[src/rtl/ex_mem_skid_reg.sv]
// ex_mem_skid_reg: EX->MEM stage register with a 2-entry skid buffer and branch resolve.
// Optional perf counters are built when EX_MEM_PERF_EN is defined; otherwise the ports read 0.
module ex_mem_skid_reg #(
  parameter int DATA_WIDTH = 32,
  parameter int REG_ADDR_W = 5,
  parameter int CNT_WIDTH  = 16
) (
  input  logic                  clk,
  input  logic                  reset,
  input  logic                  flush,
  input  logic                  in_valid,
  output logic                  in_ready,
  input  logic [DATA_WIDTH-1:0] ALUResult,
  input  logic [DATA_WIDTH-1:0] StoreData,
  input  logic [DATA_WIDTH-1:0] BrTarget,
  input  logic [REG_ADDR_W-1:0] rd,
  input  logic                  Branch,
  input  logic                  MemRead,
  input  logic                  MemWrite,
  input  logic                  RegWrite,
  input  logic                  MemtoReg,
  output logic                  out_valid,
  input  logic                  out_ready,
  output logic [DATA_WIDTH-1:0] m_ALUResult,
  output logic [DATA_WIDTH-1:0] m_StoreData,
  output logic [REG_ADDR_W-1:0] m_rd,
  output logic                  m_MemRead,
  output logic                  m_MemWrite,
  output logic                  m_RegWrite,
  output logic                  m_MemtoReg,
  output logic                  m_BrTaken,
  output logic [DATA_WIDTH-1:0] m_BrTarget,
  output logic [CNT_WIDTH-1:0]  perf_retired,
  output logic [CNT_WIDTH-1:0]  perf_stall
);
  localparam int BW = 3*DATA_WIDTH + REG_ADDR_W + 5;
  logic [BW-1:0] w_in, r_h, r_s;
  logic          r_hv, r_sv, w_acc, w_con, w_br;
  assign w_in      = {ALUResult, StoreData, BrTarget, rd, Branch, MemRead, MemWrite, RegWrite, MemtoReg};
  assign {m_ALUResult, m_StoreData, m_BrTarget, m_rd, w_br, m_MemRead, m_MemWrite, m_RegWrite, m_MemtoReg} = r_h;
  assign m_BrTaken = w_br & m_ALUResult[0];
  assign out_valid = r_hv;
  assign in_ready  = !r_sv;
  assign w_acc     = in_valid & !r_sv;
  assign w_con     = r_hv & out_ready;
  always_ff @(posedge clk or posedge reset) begin
    if (reset) begin
      r_hv <= 1'b0;
      r_sv <= 1'b0;
      r_h  <= '0;
      r_s  <= '0;
    end else if (flush) begin
      r_hv <= 1'b0;
      r_sv <= 1'b0;
    end else if (r_sv) begin
      if (w_con) begin
        r_h  <= r_s;
        r_sv <= 1'b0;
      end
    end else if (!r_hv || w_con) begin
      r_hv <= w_acc;
      if (w_acc) r_h <= w_in;
    end else if (w_acc) begin
      r_s  <= w_in;
      r_sv <= 1'b1;
    end
  end
`ifdef EX_MEM_PERF_EN
  logic [CNT_WIDTH-1:0] r_ret, r_stall;
  always_ff @(posedge clk or posedge reset) begin
    if (reset) begin
      r_ret   <= '0;
      r_stall <= '0;
    end else begin
      if (w_con) r_ret <= r_ret + 1'b1;
      if (r_hv && !out_ready) r_stall <= r_stall + 1'b1;
    end
  end
  assign perf_retired = r_ret;
  assign perf_stall   = r_stall;
`else
  assign perf_retired = '0;
  assign perf_stall   = '0;
`endif
endmodule

[config.mk]
export PLATFORM = sky130hd
export DESIGN_NAME = ex_mem_skid_reg
export DESIGN_NICKNAME = d
export VERILOG_FILES = /design/src/rtl/ex_mem_skid_reg.sv
export SDC_FILE = /design/constraint.sdc
export NUM_CORES = 1
export LEC_CHECK = 0
export BUFFER_PORTS_ARGS = -buffer_cell sky130_fd_sc_hd__buf_2
export CORE_UTILIZATION = 42
export DETAILED_ROUTE_END_ITERATION = 8
export PLACE_DENSITY = 0.72
export RECOVER_POWER = 50
export SLEW_MARGIN = 20
export SYNTH_ARGS = -nofsm -noshare
export SYNTH_HDL_FRONTEND = slang
export SYNTH_SLANG_ARGS = --single-unit
[constraint.sdc]
create_clock -name clk -period 10.45 [get_ports clk]
set_input_delay 1.045 -clock clk [delete_from_list [all_inputs] [get_ports clk]]
set_output_delay 1.045 -clock clk [all_outputs]
set_load 0.005 [all_outputs]
After elaboration in Yosys (flattened, before gate mapping)
Cells that the tools add are included.
- output and inout bits: 140
- word-level logic and storage cells: 33
- bits of input ports: 111
- register bits: 214
- equal/unequal tests: 2
- mux-type cells: 12
- bitwise logic cells: 6
- reductions and logical operators: 9
- operators with widths (operator ; count):
    106-bit 2-to-1 mux ; 4
    1-bit 2-to-1 mux ; 8
    4-bit AND reduction ; 2
    2-bit nonzero test ; 3
    1-bit AND ; 3
    1-bit NOT ; 3
    1-bit logical NOT ; 2
    2-bit by 1-bit inequality test with 1-bit output, second input constant ; 1
    2-bit inequality test, second input constant ; 1
    2-bit AND reduction ; 1
    1-bit logical OR ; 1

Longest topological paths before layout
- depth in word-level cells: 6
- depth in mapped cells: 5
- depth with buffers taken out: 3

Least setup slack after synthesis
OpenSTA, ideal clock, no wires.
- kind: input -> register
- start point: in in_valid
- end point: reg r_s[0]
- cell stages on the path: 5
- path buffers: 2
- setup time: 128 ps
- data arrival time: 2190 ps
- data required time: 10322 ps
- setup slack: 8133 ps
- path through: nand2b_4 > nor4b_4 > buf_2 > buf_4 > mux2_1
- word-level cells in the longest chain between the ends: 2
- ends and longest elaborated chain (what ; line ; text):
    start: declaration ; 11 ; input logic in_valid,
    1-bit AND ; 44 ; assign w_acc = in_valid & !r_sv;
    4-bit AND reduction (no source line) ; - ;
    end signal: assignment ; 64 ; r_s <= w_in;
    end: declaration ; 37 ; logic [BW-1:0] w_in, r_h, r_s;
No other way between the ends.
A chain may end at the register's enable or synchronous reset.

Worst setup path after layout
- start point: reg r_sv
- end point: out in_ready
- word-level cells in the longest chain between the ends: 1
- ends and longest elaborated chain (what ; line ; text):
    start: declaration ; 38 ; logic r_hv, r_sv, w_acc, w_con, w_br;
    start signal: assignment ; 49 ; r_sv <= 1'b0;
    start signal: assignment ; 54 ; r_sv <= 1'b0;
    start signal: assignment ; 58 ; r_sv <= 1'b0;
    1-bit logical NOT ; 43 ; assign in_ready = !r_sv;
    end: declaration ; 12 ; output logic in_ready,
No other way between the ends.

==> metrics <==
status finished, violations left; failing checks max-capacitance violations, max-slew violations; DR WL met2 8860 um; cell family with most CP delay buffers and inverters; cts hold-fix bufs 0; Util after Layout 47.8%; leak pwr 0.00499 uW; Area Overhead vs Synth 10.8%; worst slew pin tran 6150 ps; All-Layer GR Usage 14.7%; RSZ-0062 raised after global routing no; Final Net Count 936; worst vdd rail ir drop 0.107 mV; routability congestion estimate 0.715; TNS Setup 0 ps; DR vias 5482; most frequent cells in the layout 269 x mux2_2, 214 x dfrtp_1, 142 x buf_2, 82 x clkbuf_1, 49 x mux2_1; Worst slew margin -312%; Cells after Synth 712; die footprint 24900 um2; register area share after synthesis 52.4%; part of the cycle the worst path needs 61.0%; critical path endpoint category output pin; top sig layer met4; num rows 56; maxcap violations 4; design area 11300 um2; max-slew violations 310; Avg Inst Size Synth 14.3 um2; hpwl dp 11800 um; Final Setup Violations 0; IO Port Bufs 218; commonest non-fill, non-tap cell in the layout mux2_2; layout cell share with drive strength beyond 1 53.9%; Power Density 208 nW/um2; vias in the first global route 5729; Die Ht 158 um; gr ovfl total 0; Synth Cell Area 10200 um2; largest cells by area after synthesis dfrtp_1 52%, mux2_2 30%, buf_4 10%, mux2_1 5.4%, buf_2 0.73%; pin count of the biggest net entering global routing 143; Via density 4.73; final worst setup slack 4080 ps; Initial Util 43.1%; Die X 158 um; Ant. Diodes 0; worst-skew pair later-pin latency 500 ps; Distinct cells, synth 16; Detail Route met3 WL 1330 um; f_max 0.157 GHz; Worst path max stage delay 2620 ps; first-pass GRT wire length 29300 um; Root Driver clkbuf_16; TritonCTS Buffers 23; CTS tree built; min Tclk post-route 6370 ps; met1 wire length 7820 um; Startpoint Class flip-flop; Pre-antenna DRT Iters 4; required time of the critical path 9410 ps; DRC Markers 0; Synth top area share 52.4%; Routed WL per cell 16.0 um; Crit Path Category reg2out; CTS resizes 0; critical path, cell by cell clkbuf_1 > inv_1 > buf_2; antenna viol nets, final 0; clock sinks 214; CP Data Arrival Time 5330 ps; Min Hold Slack 481 ps; YS warnings 0; WP buf/inv 3; core area 23700 um2; Hold Path Class reg2reg; FF+latch count, synth 214; final-report hold violation count 0; Total Wirelength 18500 um; cell taking the most area after synthesis dfrtp_1; Worst-path clk slew 60 ps; Final Skew 8.01 ps; Placed Area 10700 um2; number of setup buffers added after CTS 0; pre-CTS setup slack 6950 ps; I/O Pins 251; Worst Path Max Fanout 60; crit path max-delay cell type clkbuf_1; DRT iter0 DRCs 157; H-tree depth 1; clk buf depth 3; initial antenna violation count 0
-- where the power goes --
| part | switching [uW] | internal, uW | total [uW] | leakage (uW) |
|---|---|---|---|---|
| logic | 163 | 253 | 416 | 0.00204 |
| registers | 106 | 1040 | 1150 | 0.00259 |
| clock network | 318 | 476 | 794 | 0.000364 |
-- logic make-up (layout without fill, tap and decap cells) --
group | after synthesis | in the layout | share of synthesized area (%)
compound gates | 5 | 5 | 0.367
buf+inv | 170 | 266 | 11.6
flops | 214 | 214 | 52.4
mux | 318 | 318 | 35.1
other cells | 1 | 32 | 0.0367
simple gates | 4 | 4 | 0.465
-- layout make-up --
cell class | instances | area, um2
Clock buffer | 34 | 687
Multi-Input combinational cell | 359 | 3770
Tap cell | 319 | 399
Inverter | 3 | 12.5
Fill cell | 2159 | 12400
Timing Repair Buffer | 224 | 1030
Sequential cell | 214 | 5360
Clock inverter | 5 | 52.6
-- worst reg2reg max path: cells and delay by family, from the launching register on --
family                 cells  cell delay (ps)
buffers and inverters      2             3100
flip-flops                 1             1220
multiplexers               1              460
AND/OR/NAND/NOR            2              880
-- metal layers --
layer / up-vias / GRT usage [%]
li1: 2537 / -
met1: 2745 / 17.8
met2: 169 / 25.3
met3: 31 / 4.33
met4: 0 / 4.35
met5: - / 0
-- state kept, by name, summed over array words and instances, names as in the netlist --
register,count
r_h,106
r_s,106
out_valid,1
r_sv,1
-- cells in the mapped netlist --
cell type,n
mux2_2,269
dfrtp_1,214
buf_4,142
mux2_1,49
buf_2,15
clkbuf_1,10
inv_1,3
a21oi_1,2
a211oi_1,1
a221oi_2,1
and2_1,1
conb_1,1
nand2_1,1
nand2b_4,1
nor4b_4,1
o21ai_0,1
-- per-stage QoR --
| stage | power (uW) | std cells |
|---|---|---|
| 3_3_place_gp | 1580 | 1119 |
| 5_1_grt | 2490 | 1158 |
| 4_1_cts | 2410 | 1158 |
| 2_1_floorplan | 1540 | 743 |
| 6_report | 2360 | 1158 |
| 3_5_place_dp | 1600 | 1119 |
-- path summary, 6_finish.rpt --
kind	startpoint	to	slack, ps	cells after the start
setup / recovery	r_sv	in_ready	4080	3
hold / removal	r_h[17]	r_h[17]	480	1
setup reg to reg	r_sv	r_s[57]	4690	5
hold reg to reg	r_h[17]	r_h[17]	480	1
max in group asynchronous	reset	r_h[33]	5090	3
min in group asynchronous	reset	r_s[72]	2460	2
No activity file was read; power rests on OpenSTA's default activity.
